[src/rtl/loopback_pkg.sv]
// Shared types for the loopback checker and its sequencing controller:
// the checker mode encoding and the controller state machine.
package loopback_pkg;

    typedef enum logic [1:0] {
        MODE_RESET = 2'b00,
        MODE_ALIGN = 2'b01,
        MODE_TEST  = 2'b10
    } loopback_mode_t;

    typedef enum logic [2:0] {
        ST_IDLE  = 3'd0,
        ST_RST   = 3'd1,
        ST_ALIGN = 3'd2,
        ST_TEST  = 3'd3,
        ST_DONE  = 3'd4
    } ctrl_state_t;

    // IDLE, RST and DONE all hold the checker in reset.
    function automatic loopback_mode_t state_to_mode(input ctrl_state_t s);
        case (s)
            ST_ALIGN: return MODE_ALIGN;
            ST_TEST:  return MODE_TEST;
            default:  return MODE_RESET;
        endcase
    endfunction

endpackage

[src/rtl/loopback_ctrl_lock_detect.sv]
// Alignment lock detector: declares lock once the checker latency has held
// the same value for lock_cycles consecutive cycles.
module lock_detect #(
    parameter int n_addr = 8,
    parameter int n_tmr  = 32
) (
    input  logic              clk,
    input  logic              rstb,
    input  logic              clear,
    input  logic [n_addr-1:0] latency,
    input  logic [n_tmr-1:0]  lock_cycles,
    output logic              locked
);

    logic [n_addr-1:0] r_prev;
    logic              r_prev_vld;
    logic [n_tmr-1:0]  r_count;

    logic              w_match;
    logic [n_tmr-1:0]  w_count_next;
    logic [n_tmr-1:0]  w_lock_eff;

    // r_prev_vld is low on the first ALIGN cycle, so that cycle never matches.
    assign w_match      = r_prev_vld && (latency == r_prev);
    assign w_count_next = !w_match   ? '0 :
                          (&r_count) ? r_count : r_count + 1'b1;
    assign w_lock_eff   = (lock_cycles == '0) ? n_tmr'(1) : lock_cycles;
    assign locked       = !clear && (w_count_next >= w_lock_eff);

    always_ff @(posedge clk) begin
        if (!rstb || clear) begin
            r_prev     <= '0;
            r_prev_vld <= 1'b0;
            r_count    <= '0;
        end else begin
            r_prev     <= latency;
            r_prev_vld <= 1'b1;
            r_count    <= w_count_next;
        end
    end

endmodule

[src/rtl/loopback_ctrl.sv]
// Sequencing controller for the bit-error loopback checker: RESET -> ALIGN ->
// TEST, lock on stable latency, then latch error count and pass/fail verdict.
module loopback_ctrl
    import loopback_pkg::*;
#(
    parameter int n_addr       = 8,
    parameter int n_tmr        = 32,
    parameter int reset_cycles = 16
) (
    input  logic              clk,
    input  logic              rstb,
    input  logic              start,
    input  logic              abort,
    input  logic [63:0]       test_bits,
    input  logic [63:0]       max_err,
    input  logic [n_tmr-1:0]  lock_cycles,
    input  logic [n_tmr-1:0]  align_timeout,
    input  logic [63:0]       correct_bits,
    input  logic [63:0]       total_bits,
    input  logic [n_addr-1:0] latency,
    output logic [1:0]        mode,
    output logic              busy,
    output logic              done,
    output logic              pass,
    output logic              timeout,
    output logic [63:0]       err_bits,
    output logic [n_addr-1:0] lat_lock
);

    localparam int RST_W = $clog2(reset_cycles);
    localparam logic [RST_W-1:0] RST_LAST = RST_W'(reset_cycles - 1);

    ctrl_state_t       r_state;
    logic [RST_W-1:0]  r_rst_cnt;
    logic [n_tmr-1:0]  r_tmr;
    logic              r_pass;
    logic              r_timeout;
    logic [63:0]       r_err_bits;
    logic [n_addr-1:0] r_lat_lock;

    logic              w_locked;
    logic [n_tmr-1:0]  w_tmr_inc;
    logic [63:0]       w_test_eff;
    logic [63:0]       w_err;

    lock_detect #(
        .n_addr (n_addr),
        .n_tmr  (n_tmr)
    ) u_lock_detect (
        .clk         (clk),
        .rstb        (rstb),
        .clear       (r_state != ST_ALIGN),
        .latency     (latency),
        .lock_cycles (lock_cycles),
        .locked      (w_locked)
    );

    assign w_tmr_inc  = (&r_tmr) ? r_tmr : r_tmr + 1'b1;
    assign w_test_eff = (test_bits == 64'd0) ? 64'd1 : test_bits;
    assign w_err      = total_bits - correct_bits;

    always_ff @(posedge clk) begin
        if (!rstb) begin
            r_state    <= ST_IDLE;
            r_rst_cnt  <= '0;
            r_tmr      <= '0;
            r_pass     <= 1'b0;
            r_timeout  <= 1'b0;
            r_err_bits <= '0;
            r_lat_lock <= '0;
        end else if (abort) begin
            r_state <= ST_IDLE;
        end else begin
            case (r_state)
                ST_IDLE, ST_DONE: begin
                    if (start) begin
                        r_state    <= ST_RST;
                        r_rst_cnt  <= '0;
                        r_pass     <= 1'b0;
                        r_timeout  <= 1'b0;
                        r_err_bits <= '0;
                        r_lat_lock <= '0;
                    end
                end
                ST_RST: begin
                    if (r_rst_cnt == RST_LAST) begin
                        r_state <= ST_ALIGN;
                        r_tmr   <= '0;
                    end else begin
                        r_rst_cnt <= r_rst_cnt + 1'b1;
                    end
                end
                ST_ALIGN: begin
                    // Lock is checked first so it wins over a same-cycle timeout.
                    if (w_locked) begin
                        r_lat_lock <= latency;
                        r_state    <= ST_TEST;
                    end else if ((align_timeout != '0) && (w_tmr_inc >= align_timeout)) begin
                        r_timeout  <= 1'b1;
                        r_pass     <= 1'b0;
                        r_err_bits <= '0;
                        r_state    <= ST_DONE;
                    end else begin
                        r_tmr <= w_tmr_inc;
                    end
                end
                ST_TEST: begin
                    if (total_bits >= w_test_eff) begin
                        r_err_bits <= w_err;
                        r_pass     <= (w_err <= max_err);
                        r_state    <= ST_DONE;
                    end
                end
                default: r_state <= ST_IDLE;
            endcase
        end
    end

    assign mode     = state_to_mode(r_state);
    assign busy     = (r_state == ST_RST) || (r_state == ST_ALIGN) || (r_state == ST_TEST);
    assign done     = (r_state == ST_DONE);
    assign pass     = r_pass;
    assign timeout  = r_timeout;
    assign err_bits = r_err_bits;
    assign lat_lock = r_lat_lock;

endmodule

[config.mk]
export PLATFORM = sky130hd
export DESIGN_NAME = loopback_ctrl
export DESIGN_NICKNAME = d
export VERILOG_FILES = /design/src/rtl/loopback_pkg.sv /design/src/rtl/loopback_ctrl_lock_detect.sv /design/src/rtl/loopback_ctrl.sv
export SDC_FILE = /design/constraint.sdc
export NUM_CORES = 1
export LEC_CHECK = 0
export ABC_AREA = 1
export CAP_MARGIN = 25
export CORE_AREA = 4 4 304 157
export CTS_CLUSTER_SIZE = 16
export DETAILED_ROUTE_END_ITERATION = 8
export DIE_AREA = 0 0 308 161
export PLACE_DENSITY = 0.81
export RECOVER_POWER = 50
export SLEW_MARGIN = 10
export SYNTH_ARGS = -nofsm -noshare
export SYNTH_HDL_FRONTEND = slang
export SYNTH_SLANG_ARGS = --single-unit
[constraint.sdc]
create_clock -name clk -period 3.3 [get_ports clk]
set_clock_uncertainty 0.05 [all_clocks]
set_input_delay 0.495 -clock clk [delete_from_list [all_inputs] [get_ports clk]]
set_output_delay 0.495 -clock clk [all_outputs]
set_load 0.005 [all_outputs]
==> run_summary.xml, run 1 <==
<?xml version="1.0" encoding="UTF-8"?>
<metrics>
  <group name="status">
    <metric name="run_status" unit="">finished, violations left</metric>
    <metric name="failed_checks" unit="">setup timing</metric>
  </group>
  <group name="clock_network">
    <metric name="clock_tree.htree_level_count" unit="">4</metric>
    <metric name="cts-root-to-sink-buffers" unit="">2</metric>
    <metric name="clk_latency" unit="ns">0.43</metric>
    <metric name="tritoncts" unit="">done</metric>
    <metric name="tritoncts_num_sinks" unit="">154</metric>
    <metric name="cts.reportedPaths.clkPinSlew" unit="ns">0.07</metric>
    <metric name="tritoncts.num_buffers" unit="">17</metric>
    <metric name="clock_tree.root_cell" unit="">clkbuf_16</metric>
  </group>
  <group name="yosys">
    <metric name="netlist.area_leader.share" unit="%">21.5</metric>
    <metric name="synthTopCellsByArea" unit="">nand2_1, ha_1, dfxtp_1</metric>
    <metric name="synth_area_per_cell" unit="sq um">5.59</metric>
    <metric name="synth_cell_types" unit="">42</metric>
    <metric name="mappedNetlistNets" unit="">4172</metric>
    <metric name="synth.yosys.seq_area_share" unit="%">15.4</metric>
    <metric name="synth-edff-count" unit="">0</metric>
    <metric name="ys_seq_elements" unit="">154</metric>
    <metric name="synth_cells" unit="">3581</metric>
    <metric name="netlist.top_cell.by_area" unit="">nand2_1</metric>
    <metric name="postSynth.topFlopCell" unit="">dfxtp_1</metric>
    <metric name="synth_warnings" unit="">0</metric>
    <metric name="fraction_of_registers_with_async_set_reset" unit="%">0</metric>
    <metric name="post_synth_instance_area" unit="sq um">20000</metric>
  </group>
  <group name="route">
    <metric name="wl" unit="um">82900</metric>
    <metric name="detail_route.iter0.violations" unit="">2165</metric>
    <metric name="routedWlPerCell" unit="um">15.9</metric>
    <metric name="vias" unit="">26200</metric>
    <metric name="routed_via_density" unit="">5.01</metric>
    <metric name="drtPass1Iterations" unit="">6</metric>
    <metric name="drc" unit="">0</metric>
    <metric name="antenna_violating_nets_post_route" unit="">0</metric>
  </group>
  <group name="timing">
    <metric name="setup_viol" unit="">109</metric>
    <metric name="grt_setup_unrepaired" unit="">true</metric>
    <metric name="clock.fmax" unit="GHz">0.246</metric>
    <metric name="period_utilization" unit="%">123</metric>
    <metric name="finalCriticalPeriod" unit="ns">4.06</metric>
    <metric name="worst_slack" unit="ns">-0.762</metric>
    <metric name="timing_worst_slew_pin_value" unit="ns">0.738</metric>
    <metric name="hold_slack" unit="ns">0.418</metric>
    <metric name="maxSlewViolCount" unit="">0</metric>
    <metric name="worst_slew_margin_rel" unit="%">50.6</metric>
    <metric name="hold_viol" unit="">0</metric>
    <metric name="final.setup.tns" unit="ns">-73.03</metric>
  </group>
  <group name="worst_setup_path">
    <metric name="timing_worst_setup_path_type" unit="">flop to flop</metric>
    <metric name="worst-endpoint-required" unit="ns">3.56</metric>
    <metric name="critical_path.startpoint_type" unit="">flop</metric>
    <metric name="crit_family" unit="">simple AND/OR/NAND/NOR gates</metric>
    <metric name="path_common_cell" unit="">inv_1</metric>
    <metric name="cpMaxStageDelayCell" unit="">dfxtp_2</metric>
    <metric name="path_buf_inv" unit="">8</metric>
    <metric name="cpPeakStageDelay" unit="ns">0.33</metric>
    <metric name="worstSetupEndpointType" unit="">flop</metric>
    <metric name="cp.arrival" unit="ns">4.32</metric>
    <metric name="crit_fanout" unit="">8</metric>
  </group>
  <group name="global_route">
    <metric name="gr-usage-all-layers" unit="%">31.2</metric>
    <metric name="grt_antenna_before_repair" unit="">7</metric>
    <metric name="grt_start_max_net_pins" unit="">67</metric>
    <metric name="grt_remaining_overflow" unit="">0</metric>
    <metric name="grt_pass1_wl" unit="um">125000</metric>
    <metric name="first_global_vias" unit="">24900</metric>
  </group>
  <group name="cells_and_area">
    <metric name="nets" unit="">5200</metric>
    <metric name="final_cells" unit="">5228</metric>
    <metric name="multi_input_comb_area" unit="sq um">14200</metric>
    <metric name="area.growth.synth_to_final" unit="%">54.9</metric>
    <metric name="fill_cells" unit="">3850</metric>
    <metric name="final_core_utilization" unit="%">69.2</metric>
    <metric name="most-common-layout-cells" unit="">nand2_1, inv_1, buf_4, clkdlybuf4s50_1, nor2_1</metric>
    <metric name="sequential_cell_area" unit="sq um">3090</metric>
    <metric name="most_common_library_cell_in_the_layout_ignoring_fill_and_taps" unit="">nand2_1</metric>
    <metric name="post_route_cells_drive_above_1_share" unit="%">18.0</metric>
  </group>
  <group name="placed_design">
    <metric name="place.gp.congestion" unit="">1.03</metric>
    <metric name="io_buffers" unit="">409</metric>
    <metric name="post-place-cells" unit="">5165</metric>
    <metric name="dp_hpwl" unit="um">68900</metric>
  </group>
  <group name="pwr">
    <metric name="design_power_total" unit="mW">8.53</metric>
    <metric name="power_density" unit="nW/um^2">275</metric>
    <metric name="power.ir.vdd_worst" unit="mV">0.381</metric>
    <metric name="p_leak" unit="nW">16.9</metric>
  </group>
  <group name="floorplanning">
    <metric name="floorplan.initialDensity" unit="%">44.7</metric>
    <metric name="row_count" unit="">55</metric>
    <metric name="dieArea" unit="sq um">49600</metric>
    <metric name="core" unit="sq um">44800</metric>
    <metric name="dieWidth" unit="um">308</metric>
    <metric name="die-height" unit="um">161</metric>
    <metric name="ioPinCount" unit="">410</metric>
  </group>
  <group name="min_path">
    <metric name="hp-class" unit="">flop to flop</metric>
  </group>
  <group name="run">
    <metric name="drv.max_cap_violation_count" unit="">0</metric>
  </group>
</metrics>
==> metrics by stage <==
stage	cell area (sq um)	worst slack (ns)
floorplan	20200	-0.0605
global placement	29600	-0.993
detailed placement	29600	-0.973
CTS	30400	-0.561
global route	31000	-1.01
finish	31000	-0.762
==> routing by layer <==
layer	vias up	GRT usage, %	wire, um	share of wire [%]
met5	-	0	0	0
met4	0	10.8	2910	3.5
met3	164	4.44	5600	6.8
met2	933	53.3	38500	46
met1	11900	40.3	35900	43
li1	13200	-	-	-
==> path summary, 6_finish.rpt <==
path	start	end	slack, ns	depth (start not counted)
hold / removal	lat_lock[6]	lat_lock[6]	0.42	2
setup / recovery	u_lock_detect.r_count[3]	err_bits[37]	-0.76	28
setup reg to reg	u_lock_detect.r_count[3]	err_bits[37]	-0.76	28
hold reg to reg	lat_lock[6]	lat_lock[6]	0.42	2
==> cells in the mapped netlist, types with 9 or more instances <==
cell      instances
a21oi_1         215
a21oi_2          11
and2_1           35
buf_1             9
buf_2            16
buf_4             9
buf_6            12
clkbuf_1         22
dfxtp_1         154
ha_1            258
inv_1           760
nand2_1        1144
nand3_1         225
nand3b_1         21
nand4_1          53
nor2_1          364
nor3_1           68
nor4_1           32
o21a_1           10
o21ai_0          53
xor2_1           56
==> sequential cells by signal, summed over array words and instances, names as in the netlist <==
register                  flops
lat_lock                      8
pass                          1
r_state                       3
err_bits                     64
u_lock_detect.r_prev_vld      1
timeout                       1
r_rst_cnt                     4
u_lock_detect.r_count        32
r_tmr                        32
u_lock_detect.r_prev          8
==> where the power goes <==
group	internal (mW)	total [mW]	switching, mW
clock network	1.15	2.08	0.935
registers	1.98	2.08	0.0976
logic	2.13	4.36	2.23
total	5.26	8.53	3.26
==> repair_timing <==
action                     4_1_cts  5_1_grt
resized for setup               33       70
setup endpoints to repair      109      109
hold buffers                     0        0
buffers inserted                 5        8
gates cloned                     1       10
pin swaps                       10       16
==> logic make-up (layout without fill, tap and decap cells) <==
| family | Yosys count | after routing | synth area share [%] |
|---|---|---|---|
| adder cells (fa/ha/maj) | 259 | 259 | 16.2 |
| XOR/XNOR | 56 | 56 | 2.45 |
| buffers and inverters | 832 | 1873 | 16.4 |
| other | 0 | 8 | 0 |
| AO/OA/AOI/OAI | 317 | 317 | 8.56 |
| flip-flops | 154 | 154 | 15.4 |
| AND/OR/NAND/NOR | 1963 | 1963 | 41.0 |
==> worst register-to-register path, delay by kind of cell, from the launching register on <==
kind	cells	cell delay, ns
AO/OA/AOI/OAI	3	0.56
adder cells (fa/ha/maj)	1	0.23
buffers and inverters	8	0.73
flip-flops	1	0.33
AND/OR/NAND/NOR	16	2.08
==> final cells by class <==
class	count	share of cell area, %
Multi-Input combinational cell	2595	45.7
Timing Repair Buffer	1078	30.7
Sequential cell	154	9.96
Inverter	763	9.25
Tap cell	598	2.41
Clock buffer	17	1.37
Clock inverter	15	0.573
Antenna cell	8	0.0646
No activity file was read; power rests on OpenSTA's default activity.
==> run 2, diff against run 1 <==
Settings changed: GPL_TIMING_DRIVEN set to 0, SKIP_CTS_REPAIR_TIMING set to 1.
==> run_summary.xml, run 2 (synthesis gave the netlist of run 1 again) <==
<?xml version="1.0" encoding="UTF-8"?>
<metrics>
  <group name="timing">
    <metric name="worst_slew_margin_rel" unit="%">39.0</metric>
    <metric name="maxSlewViolCount" unit="">0</metric>
    <metric name="hold_viol" unit="">0</metric>
    <metric name="timing_worst_slew_pin_value" unit="ns">0.906</metric>
    <metric name="setup_viol" unit="">109</metric>
    <metric name="clock.fmax" unit="GHz">0.242</metric>
    <metric name="period_utilization" unit="%">125</metric>
    <metric name="grt_setup_unrepaired" unit="">true</metric>
    <metric name="finalCriticalPeriod" unit="ns">4.14</metric>
    <metric name="worst_slack" unit="ns">-0.837</metric>
    <metric name="final.setup.tns" unit="ns">-82.63</metric>
  </group>
  <group name="floorplanning">
    <metric name="core" unit="sq um">44800</metric>
    <metric name="die-height" unit="um">161</metric>
    <metric name="floorplan.initialDensity" unit="%">44.7</metric>
    <metric name="row_count" unit="">55</metric>
    <metric name="ioPinCount" unit="">410</metric>
    <metric name="dieArea" unit="sq um">49600</metric>
    <metric name="dieWidth" unit="um">308</metric>
  </group>
  <group name="global_route">
    <metric name="first_global_vias" unit="">22000</metric>
    <metric name="grt_antenna_before_repair" unit="">3</metric>
    <metric name="grt_start_max_net_pins" unit="">18</metric>
    <metric name="grt_remaining_overflow" unit="">0</metric>
    <metric name="grt_pass1_wl" unit="um">113000</metric>
    <metric name="gr-usage-all-layers" unit="%">28.2</metric>
  </group>
  <group name="cells_and_area">
    <metric name="largest_register_ff_count" unit="">64</metric>
    <metric name="area.growth.synth_to_final" unit="%">37.5</metric>
    <metric name="final_core_utilization" unit="%">61.4</metric>
    <metric name="most_common_library_cell_in_the_layout_ignoring_fill_and_taps" unit="">nand2_1</metric>
    <metric name="post_route_cells_drive_above_1_share" unit="%">10.5</metric>
    <metric name="fill_cells" unit="">4250</metric>
    <metric name="most-common-layout-cells" unit="">nand2_1, inv_1, clkdlybuf4s50_1, nor2_1, ha_1</metric>
    <metric name="nets" unit="">4644</metric>
  </group>
  <group name="route">
    <metric name="wl" unit="um">76400</metric>
    <metric name="antenna_violating_nets_post_route" unit="">0</metric>
    <metric name="drc" unit="">0</metric>
    <metric name="vias" unit="">24000</metric>
    <metric name="detail_route.iter0.violations" unit="">2025</metric>
    <metric name="drtPass1Iterations" unit="">6</metric>
    <metric name="routed_via_density" unit="">5.14</metric>
    <metric name="routedWlPerCell" unit="um">16.4</metric>
  </group>
  <group name="placed_design">
    <metric name="dp_hpwl" unit="um">63200</metric>
    <metric name="place.gp.congestion" unit="">1.00</metric>
    <metric name="io_buffers" unit="">408</metric>
  </group>
  <group name="status">
    <metric name="failed_checks" unit="">setup timing</metric>
    <metric name="run_status" unit="">finished, violations left</metric>
  </group>
  <group name="clock_network">
    <metric name="tritoncts_num_sinks" unit="">154</metric>
    <metric name="cts.reportedPaths.clkPinSlew" unit="ns">0.07</metric>
    <metric name="tritoncts" unit="">done</metric>
    <metric name="clock_tree.root_cell" unit="">clkbuf_16</metric>
    <metric name="clock_tree.htree_level_count" unit="">4</metric>
    <metric name="clk_latency" unit="ns">0.43</metric>
    <metric name="tritoncts.num_buffers" unit="">17</metric>
    <metric name="cts-root-to-sink-buffers" unit="">2</metric>
  </group>
  <group name="worst_setup_path">
    <metric name="crit_fanout" unit="">6</metric>
    <metric name="cpMaxStageDelayCell" unit="">dfxtp_4</metric>
    <metric name="regToRegSetupSlack" unit="ns">-0.84</metric>
    <metric name="rr_startpoint" unit="">u_lock_detect.r_count[1]</metric>
    <metric name="cp.arrival" unit="ns">4.41</metric>
    <metric name="timing.rr.end" unit="">err_bits[22]</metric>
    <metric name="rr_worst_depth" unit="">27</metric>
    <metric name="worstSetupEndpointType" unit="">flop</metric>
    <metric name="worst-endpoint-required" unit="ns">3.57</metric>
    <metric name="critical_path.startpoint_type" unit="">flop</metric>
    <metric name="path_common_cell" unit="">nor2_1</metric>
    <metric name="cpPeakStageDelay" unit="ns">0.35</metric>
    <metric name="timing_worst_setup_path_type" unit="">flop to flop</metric>
  </group>
  <group name="run">
    <metric name="drv.max_cap_violation_count" unit="">0</metric>
  </group>
  <group name="pwr">
    <metric name="p_leak" unit="nW">14.5</metric>
    <metric name="power.ir.vdd_worst" unit="mV">0.315</metric>
    <metric name="power_density" unit="nW/um^2">282</metric>
  </group>
  <group name="min_path">
    <metric name="hp-class" unit="">primary input to flop</metric>
    <metric name="timing.hold.worst_path_depth" unit="">3</metric>
    <metric name="hold_path_end" unit="">u_lock_detect.r_prev[7]</metric>
    <metric name="min-delay-start" unit="">latency[7]</metric>
  </group>
</metrics>
==> run 2: where the power goes <==
part	switching, mW	internal (mW)	total (mW)	leakage, nW
Sequential	0.0958	1.98	2.08	1.26
Clock	0.960	1.01	1.97	0.282
Combinational	2.11	1.61	3.72	12.9
==> run 2: critical path, delay by kind of cell (launching register included) <==
family	cells	cell delay, ns
flops	1	0.35
compound gates	3	0.56
simple gates	19	2.10
fa+ha+maj	2	0.48
buf+inv	3	0.44
==> run 2: layout make-up <==
type	count	area, sq um	area share, %
antenna	3	7.51	0.0273
buffer	69	583	2.12
clock buffer	17	425	1.55
clock inverter	15	150	0.546
inverter	763	2870	10.4
multi-input combinational	2596	15000	54.4
sequential	154	3110	11.3
tap	598	748	2.72
timing repair buffer	452	4660	17.0
==> run 2: how the worst max path moves through the flow <==
stage | cells after the start | startpoint | slack (ns) | to
after global placement | 26 | latency[7] | -1.42 | err_bits[57]
after detailed placement | 25 | latency[7] | -1.54 | err_bits[54]
after floorplan | 28 | u_lock_detect.r_count[1] | -0.06 | err_bits[23]
after CTS | 25 | latency[7] | -1.12 | err_bits[54]
final | 27 | u_lock_detect.r_count[1] | -0.84 | err_bits[22]
after global routing | 27 | u_lock_detect.r_count[1] | -1.02 | err_bits[25]
==> run 2: metrics by stage <==
step / power [mW] / instance area [sq um] / cells / setup slack (ns) / hold WS, ns
floorplan: 4.12 / 20200 / 3581 / -0.0605 / 0.398
global route: 8.28 / 27500 / 4667 / -1.02 / 0.424
CTS: 7.38 / 25600 / 4620 / -1.12 / 0.421
global placement: 5.36 / 25000 / 4587 / -1.42 / 0.404
detailed placement: 5.44 / 25000 / 4588 / -1.54 / 0.410
finish: 7.77 / 27500 / 4667 / -0.837 / 0.378
==> run 2: metal layers <==
metal,track usage (%),vias to the layer above,routed length (um)
li1,-,12100,-
met4,8.70,0,2500
met2,48.9,870,36400
met3,2.58,148,5020
met1,37.3,10900,32400
met5,0,-,0
